==> src/rtl/cmd_parser_mc_if.sv <==
// UART-side byte bus of the multi-channel command parser.
// master = the side that drives received bytes and TX readiness;
// slave  = the parser, which answers with reply bytes.
interface cmd_parser_mc_if;
  logic [7:0] rx_byte;
  logic       rx_valid;
  logic       tx_ready;
  logic       tx_valid;
  logic [7:0] tx_byte;

  modport master (
    output rx_byte, rx_valid, tx_ready,
    input  tx_valid, tx_byte
  );

  modport slave (
    input  rx_byte, rx_valid, tx_ready,
    output tx_valid, tx_byte
  );
endinterface

==> src/rtl/cmd_parser_mc.sv <==
// Multi-channel UART command parser.
// Collects a line of ASCII bytes, decodes DCcdd / RDc / ENcb / ST on CR or LF,
// updates per-channel duty and enable registers and streams an ASCII reply.
// DUTY_W must be at least 7 so that 0..99 fits.
module cmd_parser_mc #(
  parameter int NCH      = 4,
  parameter int MAXLEN   = 32,
  parameter int DUTY_W   = 7,
  parameter int CASE_INS = 1
) (
  input  logic                  clk,
  input  logic                  rstn,
  cmd_parser_mc_if.slave        bus,
  output logic [NCH*DUTY_W-1:0] duty_flat,
  output logic [NCH-1:0]        ch_en,
  output logic                  busy,
  output logic                  buffer_full,
  output logic                  eostr_flag,
  output logic [7:0]            drop_cnt
);

  localparam int LW = $clog2(MAXLEN + 1);
  localparam logic [LW-1:0] MAXLEN_L = LW'(MAXLEN);
  localparam logic [3:0]    NCH_L    = 4'(NCH);

  typedef enum logic [1:0] {COLLECT = 2'd0, PARSE = 2'd1, RESP = 2'd2} state_t;

  state_t               state_r, state_n;
  logic [7:0]           buf_r [MAXLEN];
  logic [LW-1:0]        len_r;
  logic                 buffer_full_r;
  logic                 eostr_r;
  logic                 busy_r;
  logic [7:0]           drop_cnt_r;
  logic [NCH*DUTY_W-1:0] duty_r;
  logic [NCH-1:0]       ch_en_r;
  logic                 tx_valid_r;
  logic [7:0]           tx_byte_r;
  logic [7:0]           resp_r [7];
  logic [2:0]           resp_len_r;
  logic [2:0]           resp_idx_r;

  // decode results
  logic [7:0]        b0_s, b1_s, b2_s, b3_s, b4_s;
  logic [3:0]        ch_s;
  logic              ch_ok_s;
  logic [6:0]        dv_s;
  logic [DUTY_W-1:0] sel_duty_s;
  logic [6:0]        v7_s, tens_s, ones_s;
  logic [3:0]        st_nib_s;
  logic [7:0]        hex_s;
  logic              dc_ok_s, rd_ok_s, en_ok_s, st_ok_s;
  logic              upd_duty_s, upd_en_s;
  logic [7:0]        resp_s [7];
  logic [2:0]        resp_len_s;
  logic              is_term_s;
  logic              last_s;

  function automatic logic [7:0] fold(input logic [7:0] b);
    if (CASE_INS != 32'sd0 && b >= 8'h61 && b <= 8'h7A) fold = b - 8'h20;
    else fold = b;
  endfunction

  function automatic logic is_digit(input logic [7:0] b);
    is_digit = (b >= 8'h30) && (b <= 8'h39);
  endfunction

  assign is_term_s = (bus.rx_byte == 8'h0D) || (bus.rx_byte == 8'h0A);
  assign last_s    = (resp_idx_r == (resp_len_r - 3'd1));

  // FSM state register
  always_ff @(posedge clk or negedge rstn) begin
    if (!rstn) state_r <= COLLECT;
    else       state_r <= state_n;
  end

  // FSM next-state logic
  always_comb begin
    state_n = state_r;
    case (state_r)
      COLLECT: begin
        if (bus.rx_valid && is_term_s && ((len_r != {LW{1'b0}}) || buffer_full_r)) state_n = PARSE;
        else state_n = COLLECT;
      end
      PARSE: state_n = RESP;
      RESP: begin
        if (tx_valid_r && bus.tx_ready && last_s) state_n = COLLECT;
        else state_n = RESP;
      end
      default: state_n = COLLECT;
    endcase
  end

  // Command decode and reply construction from the collected line
  always_comb begin
    b0_s = fold(buf_r[0]);
    b1_s = fold(buf_r[1]);
    b2_s = fold(buf_r[2]);
    b3_s = fold(buf_r[3]);
    b4_s = fold(buf_r[4]);
    ch_s    = b2_s[3:0];
    ch_ok_s = is_digit(b2_s) && (ch_s < NCH_L);
    dv_s    = ({3'b000, b3_s[3:0]} * 7'd10) + {3'b000, b4_s[3:0]};

    sel_duty_s = {DUTY_W{1'b0}};
    for (int c = 0; c < NCH; c++) begin
      sel_duty_s = sel_duty_s | ({DUTY_W{4'(c) == ch_s}} & duty_r[c*DUTY_W +: DUTY_W]);
    end
    v7_s   = sel_duty_s[6:0];
    tens_s = v7_s / 7'd10;
    ones_s = v7_s % 7'd10;

    st_nib_s = 4'b0000;
    for (int i = 0; i < 4; i++) begin
      st_nib_s[i] = (i < NCH) ? ch_en_r[i % NCH] : 1'b0;
    end
    hex_s = (st_nib_s < 4'd10) ? (8'h30 + {4'h0, st_nib_s}) : (8'h37 + {4'h0, st_nib_s});

    dc_ok_s = (len_r == LW'(3'd5)) && (b0_s == 8'h44) && (b1_s == 8'h43) && ch_ok_s
              && is_digit(b3_s) && is_digit(b4_s);
    rd_ok_s = (len_r == LW'(3'd3)) && (b0_s == 8'h52) && (b1_s == 8'h44) && ch_ok_s;
    en_ok_s = (len_r == LW'(3'd4)) && (b0_s == 8'h45) && (b1_s == 8'h4E) && ch_ok_s
              && ((b3_s == 8'h30) || (b3_s == 8'h31));
    st_ok_s = (len_r == LW'(3'd2)) && (b0_s == 8'h53) && (b1_s == 8'h54);

    upd_duty_s = 1'b0;
    upd_en_s   = 1'b0;
    for (int i = 0; i < 7; i++) resp_s[i] = 8'h00;
    // "ERR\r\n" unless a valid command overrides it
    resp_s[0] = 8'h45; resp_s[1] = 8'h52; resp_s[2] = 8'h52;
    resp_s[3] = 8'h0D; resp_s[4] = 8'h0A;
    resp_len_s = 3'd5;

    if (buffer_full_r) begin
      resp_len_s = 3'd5;
    end else if (dc_ok_s || en_ok_s) begin
      upd_duty_s = dc_ok_s;
      upd_en_s   = en_ok_s;
      resp_s[0] = 8'h4F; resp_s[1] = 8'h4B; resp_s[2] = 8'h0D; resp_s[3] = 8'h0A;
      resp_s[4] = 8'h00;
      resp_len_s = 3'd4;
    end else if (rd_ok_s) begin
      resp_s[0] = 8'h44; resp_s[1] = 8'h43; resp_s[2] = b2_s;
      resp_s[3] = 8'h30 + {1'b0, tens_s};
      resp_s[4] = 8'h30 + {1'b0, ones_s};
      resp_s[5] = 8'h0D; resp_s[6] = 8'h0A;
      resp_len_s = 3'd7;
    end else if (st_ok_s) begin
      resp_s[0] = hex_s; resp_s[1] = 8'h0D; resp_s[2] = 8'h0A;
      resp_s[3] = 8'h00; resp_s[4] = 8'h00;
      resp_len_s = 3'd3;
    end else begin
      resp_len_s = 3'd5;
    end
  end

  // Line buffer, register file, reply streaming and status flags
  always_ff @(posedge clk or negedge rstn) begin
    if (!rstn) begin
      for (int i = 0; i < MAXLEN; i++) buf_r[i] <= 8'h00;
      for (int i = 0; i < 7; i++) resp_r[i] <= 8'h00;
      len_r         <= {LW{1'b0}};
      buffer_full_r <= 1'b0;
      eostr_r       <= 1'b0;
      busy_r        <= 1'b0;
      drop_cnt_r    <= 8'h00;
      duty_r        <= {(NCH*DUTY_W){1'b0}};
      ch_en_r       <= {NCH{1'b0}};
      tx_valid_r    <= 1'b0;
      tx_byte_r     <= 8'h00;
      resp_len_r    <= 3'd0;
      resp_idx_r    <= 3'd0;
    end else begin
      eostr_r <= 1'b0;
      busy_r  <= (state_n != COLLECT);
      case (state_r)
        COLLECT: begin
          if (bus.rx_valid) begin
            if (is_term_s) begin
              eostr_r <= 1'b1;
            end else if (len_r < MAXLEN_L) begin
              for (int i = 0; i < MAXLEN; i++) begin
                if (len_r == LW'(i)) buf_r[i] <= bus.rx_byte;
              end
              len_r <= len_r + LW'(1'b1);
            end else begin
              buffer_full_r <= 1'b1;
            end
          end
        end
        PARSE: begin
          if (bus.rx_valid && drop_cnt_r != 8'hFF) drop_cnt_r <= drop_cnt_r + 8'd1;
          for (int i = 0; i < 7; i++) resp_r[i] <= resp_s[i];
          resp_len_r <= resp_len_s;
          resp_idx_r <= 3'd0;
          tx_byte_r  <= resp_s[0];
          tx_valid_r <= 1'b1;
          for (int c = 0; c < NCH; c++) begin
            if (upd_duty_s && 4'(c) == ch_s) duty_r[c*DUTY_W +: DUTY_W] <= DUTY_W'(dv_s);
            if (upd_en_s && 4'(c) == ch_s) ch_en_r[c] <= b3_s[0];
          end
        end
        RESP: begin
          if (bus.rx_valid && drop_cnt_r != 8'hFF) drop_cnt_r <= drop_cnt_r + 8'd1;
          if (tx_valid_r && bus.tx_ready) begin
            if (last_s) begin
              tx_valid_r    <= 1'b0;
              tx_byte_r     <= 8'h00;
              len_r         <= {LW{1'b0}};
              buffer_full_r <= 1'b0;
            end else begin
              resp_idx_r <= resp_idx_r + 3'd1;
              tx_byte_r  <= resp_r[resp_idx_r + 3'd1];
            end
          end
        end
        default: ;
      endcase
    end
  end

  assign bus.tx_valid = tx_valid_r;
  assign bus.tx_byte  = tx_byte_r;
  assign duty_flat    = duty_r;
  assign ch_en        = ch_en_r;
  assign busy         = busy_r;
  assign buffer_full  = buffer_full_r;
  assign eostr_flag   = eostr_r;
  assign drop_cnt     = drop_cnt_r;

endmodule
==> src/flat_wrapper.sv <==
// flat-port wrapper written by rule: the top's interface ports become plain ports
module cmd_parser_mc_flat 
#(
  parameter int NCH      = 4,
  parameter int MAXLEN   = 32,
  parameter int DUTY_W   = 7,
  parameter int CASE_INS = 1
)
  (clk, rstn, duty_flat, ch_en, busy, buffer_full, eostr_flag, drop_cnt, bus_rx_byte, bus_rx_valid, bus_tx_ready, bus_tx_valid, bus_tx_byte);
  cmd_parser_mc_if bus_i ();
  input  logic clk;
  input  logic rstn;
  output logic [NCH*DUTY_W-1:0] duty_flat;
  output logic [NCH-1:0] ch_en;
  output logic busy;
  output logic buffer_full;
  output logic eostr_flag;
  output logic [7:0] drop_cnt;
  input wire logic [$bits(bus_i.rx_byte)-1:0] bus_rx_byte;
  input wire logic [$bits(bus_i.rx_valid)-1:0] bus_rx_valid;
  input wire logic [$bits(bus_i.tx_ready)-1:0] bus_tx_ready;
  output wire logic [$bits(bus_i.tx_valid)-1:0] bus_tx_valid;
  output wire logic [$bits(bus_i.tx_byte)-1:0] bus_tx_byte;
  assign bus_i.rx_byte = bus_rx_byte;
  assign bus_i.rx_valid = bus_rx_valid;
  assign bus_i.tx_ready = bus_tx_ready;
  assign bus_tx_valid = bus_i.tx_valid;
  assign bus_tx_byte = bus_i.tx_byte;
  cmd_parser_mc #(.NCH(NCH), .MAXLEN(MAXLEN), .DUTY_W(DUTY_W), .CASE_INS(CASE_INS)) u_core (.clk(clk), .rstn(rstn), .bus(bus_i), .duty_flat(duty_flat), .ch_en(ch_en), .busy(busy), .buffer_full(buffer_full), .eostr_flag(eostr_flag), .drop_cnt(drop_cnt));
endmodule
==> config.mk <==
export PLATFORM = sky130hd
export DESIGN_NAME = cmd_parser_mc_flat
export DESIGN_NICKNAME = d
export VERILOG_FILES = /design/src/rtl/cmd_parser_mc_if.sv /design/src/rtl/cmd_parser_mc.sv /design/src/flat_wrapper.sv
export SDC_FILE = /design/constraint.sdc
export NUM_CORES = 1
export LEC_CHECK = 0
export CORE_MARGIN = 4
export CORE_UTILIZATION = 38
export CTS_CLUSTER_SIZE = 16
export DETAILED_ROUTE_END_ITERATION = 8
export GPL_TIMING_DRIVEN = 0
export PLACE_DENSITY = 0.62
export SYNTH_ARGS = -nofsm -noshare
export SYNTH_HDL_FRONTEND = slang
export SYNTH_SLANG_ARGS = --single-unit
==> constraint.sdc <==
create_clock -name clk -period 8.65 [get_ports clk]
set_input_delay 1.73 -clock clk [delete_from_list [all_inputs] [get_ports clk]]
set_output_delay 1.73 -clock clk [all_outputs]
set_load 0.01 [all_outputs]
==> results.cfg, run 1 <==
[run_status]
run_status = complete, no violations

[floorplan]
design.core.area_sq_um = 19700
fp.dieW_microns = 150
io_pins = 64
core.rowCount = 51
fp.dieH_microns = 150
dieArea_sq_um = 22500
initial_utilization = 0.390

[min_path]
hold_path_startpoint = u_core.resp_r[36]
hp-class = reg2reg

[clock_tree]
tritoncts = built
clock_tree.buffer_depth = 2
post_cts_resize_count = 0
root_buffer = sky130_fd_sc_hd__clkbuf_16
tritoncts_num_sinks = 138
cts_post_setup_buffers_inserted = 0
path_clk_slew_ns = 0.06
cts_hold_repair.buffers = 0
number_of_cts_inserted_buffers = 17
clk_latency_worst_skew_pair_ns = 0.43
htree_levels = 4

[layout]
diodes = 0
instances_no_fill = 1088
finalCoreUtilization = 0.470
number_of_nets_in_the_final_layout = 849
layout.cell_area.non_filler_sq_um = 9240
share_of_cells_above_drive_strength_1 = 0.166
syn2layout_area_growth_pct = 20.5

[timing]
worstMarginPinSlew_ns = 0.924
fin_ws_ns = 3.21
timing.hold.ws_ns = 0.485
final_hold_viol_count = 0
finalSetupViolations = 0
setup-tns-final_ns = 0
period_needed_ns = 5.44
rsz_0062_raised_after_global_routing = no
timing_limited_maximum_frequency_mhz = 184
pins_over_slew_limit = 0
worst_relative_slew_slack = 0.379
final.setup_skew_ns = 0.0104
period_share = 0.629

[logic_synthesis]
synthDistinctLibCells = 85
synth_enable_flop_cells = 0
ys_async_sr_fraction = 1.00
syn-num-nets = 766
synth_top_family_by_area = compound AO/OA/AOI/OAI gates
post_synth_inst_count = 727
ys_seq_elements = 138
synth_cell_area_sq_um = 7670
synth-xor-area-share = 0.0295
sequential_fraction_of_the_synthesis_area = 0.450
synth.avg_cell_area_sq_um = 10.5
share_of_the_synthesized_area_in_compound_gates_ao_oa_aoi_oai = 0.153
synth-simple-area-share = 0.142
synth.mux.area_fraction = 0.140
ys.flop_type = sky130_fd_sc_hd__dfrtp_1
yosys.area_share.adder = 0.0473
synth-warning-count = 0

[setup_path]
critPathKind = reg2reg
crit_path_top_delay_cell = sky130_fd_sc_hd__mux4_2
cp-startpoint = u_core.buf_r[232]
end_kind = flop
worstPathCellList = buf_6 -> mux4_2 -> nor3b_1 -> a21oi_1 -> ha_1 -> inv_1 -> and3_1 -> o2111ai_1 -> nand3_1 -> nor2_2 -> ha_1 -> a21boi_1 -> nor3_1 -> o21ai_0 -> and2_1 -> buf_6 -> inv_1 -> ha_1 -> inv_1 -> o21a_2 -> nor3_2 -> mux2_2 -> nand2_1
critPathMaxFanout = 7
crit_required_ns = 9.01
regToRegStartpoint = u_core.buf_r[232]
setup.worst_path.start_class = flop
critical-path-max-stage-delay_ns = 0.62
worst_ep_arrival_time_ns = 5.80

[detailed_routing]
dr.pass1.iters = 4
dr_total_vias = 5853
drt-vias-per-instance = 5.38
detail_route_antenna_nets = 0
routed_wl_microns = 18800
drt-initial-drc-count = 323
remaining_drc_errors = 0
avgRoutedWirePerCell_microns = 17.3

[flow_run]
timing.max_cap.violations = 0

[placement]
place_ws_ns = 3.21
post-place-cells = 1056
place.detailed.hpwl_microns = 13600
placedInstanceArea_sq_um = 8670
place.port_buffers = 63
routabilityCongestion = 0.867

[global_route]
grt_start_max_net_pins = 73
gr-max-usage-layer = met2
grt_overflow = 0
globalRouteMet1Util = 0.255
global_route.usage.met2 = 0.266
wire_length_of_the_first_global_routing_pass_microns = 31100
grt_pass1_vias = 5699
grt_util_met3 = 0.0360
overall_fraction_of_global_route_tracks_in_use = 0.176
grt_antenna_before_repair = 0

[power_and_ir_drop]
static-leakage-power_nw = 3.90
power_density_nw_per_um2 = 244
power.total_mw = 2.26
irDropWorstVdd_v = 0.000166
==> power by group <==
| group | leakage (nW) | total, mW | internal (mW) | switching, mW |
|---|---|---|---|---|
| Combinational | 1.80 | 0.658 | 0.296 | 0.362 |
| Clock | 0.273 | 0.719 | 0.425 | 0.294 |
| Sequential | 1.83 | 0.883 | 0.770 | 0.113 |
| Total | 3.90 | 2.26 | 1.49 | 0.769 |
==> logic make-up (layout without fill, tap and decap cells) <==
group | after synthesis | after routing
and+or+nand+nor | 214 | 214
AOI/OAI and AO/OA | 169 | 169
DFF | 138 | 138
muxes | 82 | 82
buffers and inverters | 71 | 167
adders and majority gates | 28 | 28
xor gates and xnor gates | 25 | 25
==> sequential cells by signal, summed over array words and instances (netlist names) <==
signal               flops
u_core.buf_r            40
u_core.buffer_full       1
u_core.bus.tx_byte       8
u_core.bus.tx_valid      1
u_core.busy              1
u_core.ch_en             4
u_core.drop_cnt          8
u_core.duty_flat        28
u_core.eostr_flag        1
u_core.len_r             6
u_core.resp_idx_r        3
u_core.resp_len_r        2
u_core.resp_r           33
u_core.state_r           2
==> cell type report <==
class                           count  area, sq um
Buffer                             27          129
Multi-Input combinational cell    518         3930
Clock buffer                       18          429
Inverter                           44          165
Tap cell                          265          332
Sequential cell                   138         3450
Timing Repair Buffer               64          659
Clock inverter                     14          149
Fill cell                        1885        10400
==> worst paths after layout <==
kind / end / slack (ns) / cells after the start
worst max register to register: u_core.resp_r[17] / 3.21 / 23
max in group asynchronous: u_core.state_r[1] / 6.54 / 2
worst max-delay path: u_core.resp_r[17] / 3.21 / 23
worst min register to register: u_core.resp_r[36] / 0.49 / 1
worst min-delay path: u_core.resp_r[36] / 0.49 / 1
min in group asynchronous: u_core.resp_r[22] / 1.32 / 1
==> critical path, delay by kind of cell (launching register included) <==
family                   cells  cell delay, ns
flip-flops                   1            0.34
AO/OA/AOI/OAI                5            0.83
adder cells (fa/ha/maj)      3            0.70
buffers and inverters        5            0.57
multiplexers                 2            1.00
AND/OR/NAND/NOR              8            1.91
==> layout by cell type, fill, tap and decap left out, types with 6 or more instances in the layout <==
master / instances
sky130_fd_sc_hd__clkdlybuf4s50_1: 62
sky130_fd_sc_hd__nor3_1: 18
sky130_fd_sc_hd__clkbuf_1: 21
sky130_fd_sc_hd__a31oi_1: 8
sky130_fd_sc_hd__nor2_1: 36
sky130_fd_sc_hd__o21ai_0: 55
sky130_fd_sc_hd__xnor2_1: 14
sky130_fd_sc_hd__o211ai_1: 7
sky130_fd_sc_hd__nand4_1: 7
sky130_fd_sc_hd__nand3_1: 25
sky130_fd_sc_hd__mux4_2: 13
sky130_fd_sc_hd__xor2_1: 10
sky130_fd_sc_hd__mux2_2: 59
sky130_fd_sc_hd__nor4_1: 6
sky130_fd_sc_hd__mux2i_1: 9
sky130_fd_sc_hd__o31ai_1: 6
sky130_fd_sc_hd__nand2_1: 75
sky130_fd_sc_hd__dfrtp_1: 138
sky130_fd_sc_hd__clkbuf_16: 17
sky130_fd_sc_hd__ha_1: 25
sky130_fd_sc_hd__a21oi_1: 31
sky130_fd_sc_hd__inv_1: 43
==> cell usage after synthesis (4+ instances only) <==
cell type	instances	area, sq um
sky130_fd_sc_hd__nor2_1	36	135
sky130_fd_sc_hd__o211ai_1	7	52.6
sky130_fd_sc_hd__nor3_1	18	90.1
sky130_fd_sc_hd__dfrtp_1	138	3450
sky130_fd_sc_hd__clkbuf_1	20	75.1
sky130_fd_sc_hd__o31ai_1	6	45.0
sky130_fd_sc_hd__o2111ai_1	4	35.0
sky130_fd_sc_hd__nand4_1	7	43.8
sky130_fd_sc_hd__xor2_1	10	87.6
sky130_fd_sc_hd__ha_1	25	313
sky130_fd_sc_hd__a21oi_1	31	155
sky130_fd_sc_hd__o211a_1	4	40.0
sky130_fd_sc_hd__o21ai_0	55	275
sky130_fd_sc_hd__o22ai_1	4	25.0
sky130_fd_sc_hd__nor4_1	7	43.8
sky130_fd_sc_hd__a21o_1	4	30.0
sky130_fd_sc_hd__xnor2_1	14	123
sky130_fd_sc_hd__a31oi_1	8	50.1
sky130_fd_sc_hd__o21ai_1	4	20.0
sky130_fd_sc_hd__nand3_1	25	125
sky130_fd_sc_hd__mux2_2	59	664
sky130_fd_sc_hd__o2bb2ai_1	4	35.0
sky130_fd_sc_hd__nand2_1	75	282
sky130_fd_sc_hd__o21a_1	5	37.5
sky130_fd_sc_hd__mux4_2	13	293
sky130_fd_sc_hd__inv_1	43	161
sky130_fd_sc_hd__or4_1	5	37.5
sky130_fd_sc_hd__mux2i_1	9	90.1
==> metal layers <==
layer  up-vias  routed length (microns)
met5         -                        0
met4         0                      275
met3        24                      852
met2       131                     8530
met1      2890                     9140
li1       2808                        -
Power figures use the tool's default switching activity.
==> run 2, diff against run 1 <==
- clock period: 8.65 -> 5.23 ns (I/O delays scaled with it)
==> run 2 against run 1 <==
Sequential power rose by 65%. Setup slack got worse by 2.9 ns. Cell count rose by 0.55%. Count of clock-buffer cells in the layout did not move. Maximum frequency rose by 9.8%. Via count rose by 0.36%. Global-route usage rose by 0.071 points. Combinational power rose by 66%. Worst hold slack barely moved. Clock skew barely moved. Largest power group unchanged.
==> results.cfg, run 2 (synthesized netlist as in run 1, its figures left out) <==
[run_status]
run_status = complete, no violations

[placement]
place.detailed.hpwl_microns = 13600
placedInstanceArea_sq_um = 8670
place.port_buffers = 63
routabilityCongestion = 0.867

[clock_tree]
tritoncts = built
path_clk_slew_ns = 0.06
htree_levels = 4
cts_hold_repair.buffers = 0
clk_latency_worst_skew_pair_ns = 0.43
number_of_cts_inserted_buffers = 17
tritoncts_num_sinks = 138
root_buffer = sky130_fd_sc_hd__clkbuf_16
clock_tree.buffer_depth = 2

[layout]
filler_cell_count = 1874
finalCoreUtilization = 0.477
top_register = u_core.buf_r
layout.cell_area.non_filler_sq_um = 9380
largest_register_ffs = 40
number_of_nets_in_the_final_layout = 855
syn2layout_area_growth_pct = 22.3
diodes = 0
layout.cells.most_common_list = sky130_fd_sc_hd__dfrtp_1 (138), sky130_fd_sc_hd__nand2_1 (75), sky130_fd_sc_hd__clkdlybuf4s50_1 (62), sky130_fd_sc_hd__mux2_2 (59), sky130_fd_sc_hd__o21ai_0 (55)
layout.cells.most_common = sky130_fd_sc_hd__dfrtp_1
share_of_cells_above_drive_strength_1 = 0.185

[setup_path]
setup.worst_path.start_class = flop
worst_ep_arrival_time_ns = 5.25
critPathMaxFanout = 7
critPathKind = reg2reg
end_kind = flop
crit_required_ns = 5.52

[power_and_ir_drop]
static-leakage-power_nw = 3.97
irDropWorstVdd_v = 0.000275
power.total_mw = 3.74
power_density_nw_per_um2 = 399

[floorplan]
initial_utilization = 0.390
design.core.area_sq_um = 19700
core.rowCount = 51
fp.dieW_microns = 150
io_pins = 64
fp.dieH_microns = 150
dieArea_sq_um = 22500

[detailed_routing]
drt-vias-per-instance = 5.37
dr.pass1.iters = 4
routed_wl_microns = 19000
remaining_drc_errors = 0
avgRoutedWirePerCell_microns = 17.4
dr_total_vias = 5874
drt-initial-drc-count = 303
detail_route_antenna_nets = 0

[timing]
final_hold_viol_count = 0
worst_relative_slew_slack = 0.381
setup-tns-final_ns = 0
timing.hold.ws_ns = 0.486
timing_limited_maximum_frequency_mhz = 202
period_needed_ns = 4.96
worstMarginPinSlew_ns = 0.922
final.setup_skew_ns = 0.00988
period_share = 0.948
pins_over_slew_limit = 0
finalSetupViolations = 0

[global_route]
grt_antenna_before_repair = 0
globalRouteMet1Util = 0.254
grt_util_met3 = 0.0360
grt_pass1_vias = 5700
wire_length_of_the_first_global_routing_pass_microns = 31200
grt_start_max_net_pins = 73
overall_fraction_of_global_route_tracks_in_use = 0.177
grt_overflow = 0
gr-max-usage-layer = met2
global_route.usage.met2 = 0.269

[flow_run]
timing.max_cap.violations = 0

[min_path]
hp-class = reg2reg
-- run 2: cell count changes in the layout (fill, tap and decap cells not counted), sizes merged --
cell / delta
buf: +6
-- run 2: final cells by class --
class,count,area [sq um],share of cell area
plain buffers,27,129,0.0137
clock buffers,18,429,0.0458
clock inverters,14,149,0.0159
inverters,44,165,0.0176
multi-input cells,518,4010,0.428
flip-flops and latches,138,3450,0.368
well taps,265,332,0.0354
repair buffers,70,704,0.0751
-- run 2: final timing paths --
kind	from	to	slack, ns	cells past startpoint
worst min register to register	u_core.resp_r[36]	u_core.resp_r[36]	0.49	1
worst max-delay path	u_core.buf_r[232]	u_core.resp_r[22]	0.27	24
worst max register to register	u_core.buf_r[232]	u_core.resp_r[22]	0.27	24
worst min-delay path	u_core.resp_r[36]	u_core.resp_r[36]	0.49	1
min in group asynchronous	rstn	u_core.resp_r[22]	0.63	1
max in group asynchronous	rstn	u_core.state_r[1]	3.81	2
-- run 2: power breakdown --
part | internal [mW] | switching, mW | leakage [nW]
logic | 0.490 | 0.601 | 1.87
registers | 1.27 | 0.188 | 1.83
clock network | 0.703 | 0.485 | 0.273
-- run 2: repair_timing --
action,in CTS,in global routing
pin swaps,0,3
buffers inserted,3,3
gates resized for setup,4,13
endpoints found under the setup margin,6,7
-- run 2: per-stage QoR --
step | setup WS (ns) | cells
finish | 0.271 | 1094
global route | -0.0456 | 1094
CTS | 0.0167 | 1091
detailed placement | -0.206 | 1056
global placement | -2.55 | 1055
floorplan | 0.361 | 727
-- run 2: per-layer routing --
metal / routed length [microns] / share of wire
met2: 8820 / 0.46
met5: 0 / 0
met1: 9120 / 0.48
met3: 798 / 0.042
met4: 282 / 0.015
-- run 2: critical path: stages, from the launching register on --
cell	delay, ns
sky130_fd_sc_hd__dfrtp_1	0.34
sky130_fd_sc_hd__buf_6	0.16
sky130_fd_sc_hd__mux4_2	0.56
sky130_fd_sc_hd__buf_4	0.19
sky130_fd_sc_hd__and2_4	0.17
sky130_fd_sc_hd__nor2_1	0.10
sky130_fd_sc_hd__a21oi_1	0.06
sky130_fd_sc_hd__ha_2	0.20
sky130_fd_sc_hd__buf_4	0.16
sky130_fd_sc_hd__a21oi_2	0.18
sky130_fd_sc_hd__o221ai_4	0.18
sky130_fd_sc_hd__nor2_4	0.15
sky130_fd_sc_hd__ha_4	0.17
sky130_fd_sc_hd__a21boi_4	0.21
sky130_fd_sc_hd__o22ai_2	0.12
sky130_fd_sc_hd__or3_1	0.38
sky130_fd_sc_hd__and2_1	0.17
sky130_fd_sc_hd__buf_6	0.13
sky130_fd_sc_hd__inv_1	0.07
sky130_fd_sc_hd__ha_1	0.18
sky130_fd_sc_hd__inv_1	0.05
sky130_fd_sc_hd__o21a_2	0.25
sky130_fd_sc_hd__and3b_1	0.20
sky130_fd_sc_hd__a2111oi_4	0.33
sky130_fd_sc_hd__o41ai_2	0.12
==> run 3, diff against run 2 <==
- DONT_BUFFER_PORTS: default -> 1
- PLACE_DENSITY: 0.62 -> 0.58
==> run 3 against run 2 <==
Global-route usage rose by 0.18 points. Critical endpoint unchanged. Sequential share of layout area rose by 2.4 points. Sequential cell count unchanged. Largest cell class unchanged.
==> results.cfg, run 3 (synthesized netlist as in run 1, its figures left out) <==
[detailed_routing]
avgRoutedWirePerCell_microns = 18.7
remaining_drc_errors = 0
routed_wl_microns = 19300
dr.pass1.iters = 5
detail_route_antenna_nets = 0
dr_total_vias = 5746
drt-initial-drc-count = 351
drt-vias-per-instance = 5.56

[global_route]
overall_fraction_of_global_route_tracks_in_use = 0.179
wire_length_of_the_first_global_routing_pass_microns = 31700
grt_antenna_before_repair = 0
grt_overflow = 0
grt_start_max_net_pins = 139
grt_pass1_vias = 5848

[timing]
worstMarginPinSlew_ns = 0.907
final.setup_skew_ns = 0.00833
pins_over_slew_limit = 0
worst_relative_slew_slack = 0.389
timing_limited_maximum_frequency_mhz = 201
final_hold_viol_count = 0
period_share = 0.951
period_needed_ns = 4.97
finalSetupViolations = 0
setup-tns-final_ns = 0

[setup_path]
end_kind = flop
crit_path_top_delay_cell = sky130_fd_sc_hd__mux4_2
timing.critical_path.buf_inv = 6
critPathKind = reg2reg
worst_ep_arrival_time_ns = 5.27
cpLargestDelayFamily = compound AO/OA/AOI/OAI gates
crit_required_ns = 5.52
critical-path-max-stage-delay_ns = 0.58
critPathMaxFanout = 7
setup.worst_path.start_class = flop

[clock_tree]
tritoncts_num_sinks = 138
clock_tree.buffer_depth = 2
number_of_cts_inserted_buffers = 17
cts_hold_repair.buffers = 0
path_clk_slew_ns = 0.06
htree_levels = 4
tritoncts = built
root_buffer = sky130_fd_sc_hd__clkbuf_16
clk_latency_worst_skew_pair_ns = 0.42

[placement]
place.port_buffers = 0
placedInstanceArea_sq_um = 8010
place.detailed.hpwl_microns = 14000
routabilityCongestion = 0.877

[floorplan]
initial_utilization = 0.390
fp.dieH_microns = 150
dieArea_sq_um = 22500
design.core.area_sq_um = 19700
io_pins = 64
core.rowCount = 51
fp.dieW_microns = 150

[layout]
layout.cells.most_common = sky130_fd_sc_hd__dfrtp_1
syn2layout_area_growth_pct = 14.7
diodes = 0
top_register = u_core.buf_r
finalCoreUtilization = 0.447
layout.cell_area.non_filler_sq_um = 8790
layout.cells.most_common_list = sky130_fd_sc_hd__dfrtp_1 (138), sky130_fd_sc_hd__nand2_1 (75), sky130_fd_sc_hd__mux2_2 (59), sky130_fd_sc_hd__o21ai_0 (55), sky130_fd_sc_hd__inv_1 (42)
largest_register_ffs = 40
number_of_nets_in_the_final_layout = 795
share_of_cells_above_drive_strength_1 = 0.202

[power_and_ir_drop]
power_density_nw_per_um2 = 424
static-leakage-power_nw = 3.78
irDropWorstVdd_v = 0.000252

[run_status]
run_status = complete, no violations

[min_path]
hp-class = in2async

[flow_run]
timing.max_cap.violations = 0
run 3: changes by cell type in the layout (fill, tap and decap cells not counted), moves of 2 or more:
cell	before	now
sky130_fd_sc_hd__clkdlybuf4s50_1	62	0
sky130_fd_sc_hd__buf_4	7	11
sky130_fd_sc_hd__bufinv_16	2	4
sky130_fd_sc_hd__clkbuf_8	0	2
sky130_fd_sc_hd__clkinv_2	3	1
sky130_fd_sc_hd__clkinv_4	3	5
sky130_fd_sc_hd__clkinvlp_4	4	2
run 3: metal layers:
layer  vias to the layer above  track usage  wire, microns
li1                       2709            -              -
met1                      2872        0.243           8600
met2                       150        0.284           9250
met3                        15       0.0491           1190
met4                         0       0.0444            253
met5                         -            0              0
run 3: stage by stage:
stage	cells	hold slack, ns	worst slack [ns]	power [mW]
after floorplan	727	0.444	0.361	2.19
after global placement	992	0.468	-0.0867	2.41
after detailed placement	992	0.474	-0.309	2.45
after CTS	1024	0.308	0.0324	3.76
after global routing	1034	0.302	-0.0258	3.95
final	1034	0.322	0.257	3.73
run 3: final timing paths:
kind | start | end | slack, ns | cells after the start
hold reg to reg | u_core.resp_r[36] | u_core.resp_r[36] | 0.49 | 1
max in group asynchronous | rstn | u_core.bus.tx_valid | 4.68 | 0
hold / removal | rstn | u_core.resp_r[23] | 0.32 | 0
setup / recovery | u_core.buf_r[232] | u_core.resp_r[22] | 0.26 | 25
setup reg to reg | u_core.buf_r[232] | u_core.resp_r[22] | 0.26 | 25
min in group clk | u_core.resp_r[36] | u_core.resp_r[36] | 0.49 | 1
run 3: power breakdown:
group / switching, mW / internal, mW / leakage, nW
registers: 0.220 / 1.27 / 1.83
clock network: 0.473 / 0.828 / 0.310
logic: 0.536 / 0.399 / 1.64
run 3: timing repair:
| item | in CTS | in global routing |
|---|---|---|
| hold endpoints to repair | 0 | 0 |
| setup endpoints to repair | 6 | 7 |
| setup buffers | 0 | 10 |
| gates resized for setup | 8 | 6 |
| pin swaps | 0 | 1 |
run 3: layout make-up:
| type | instances | area [sq um] |
|---|---|---|
| flip-flops and latches | 138 | 3450 |
| repair buffers | 10 | 75.1 |
| plain buffers | 27 | 129 |
| clock inverters | 13 | 193 |
| clock buffers | 19 | 453 |
| well taps | 265 | 332 |
| inverters | 44 | 165 |
| multi-input cells | 518 | 3990 |
| fillers | 1891 | 10900 |
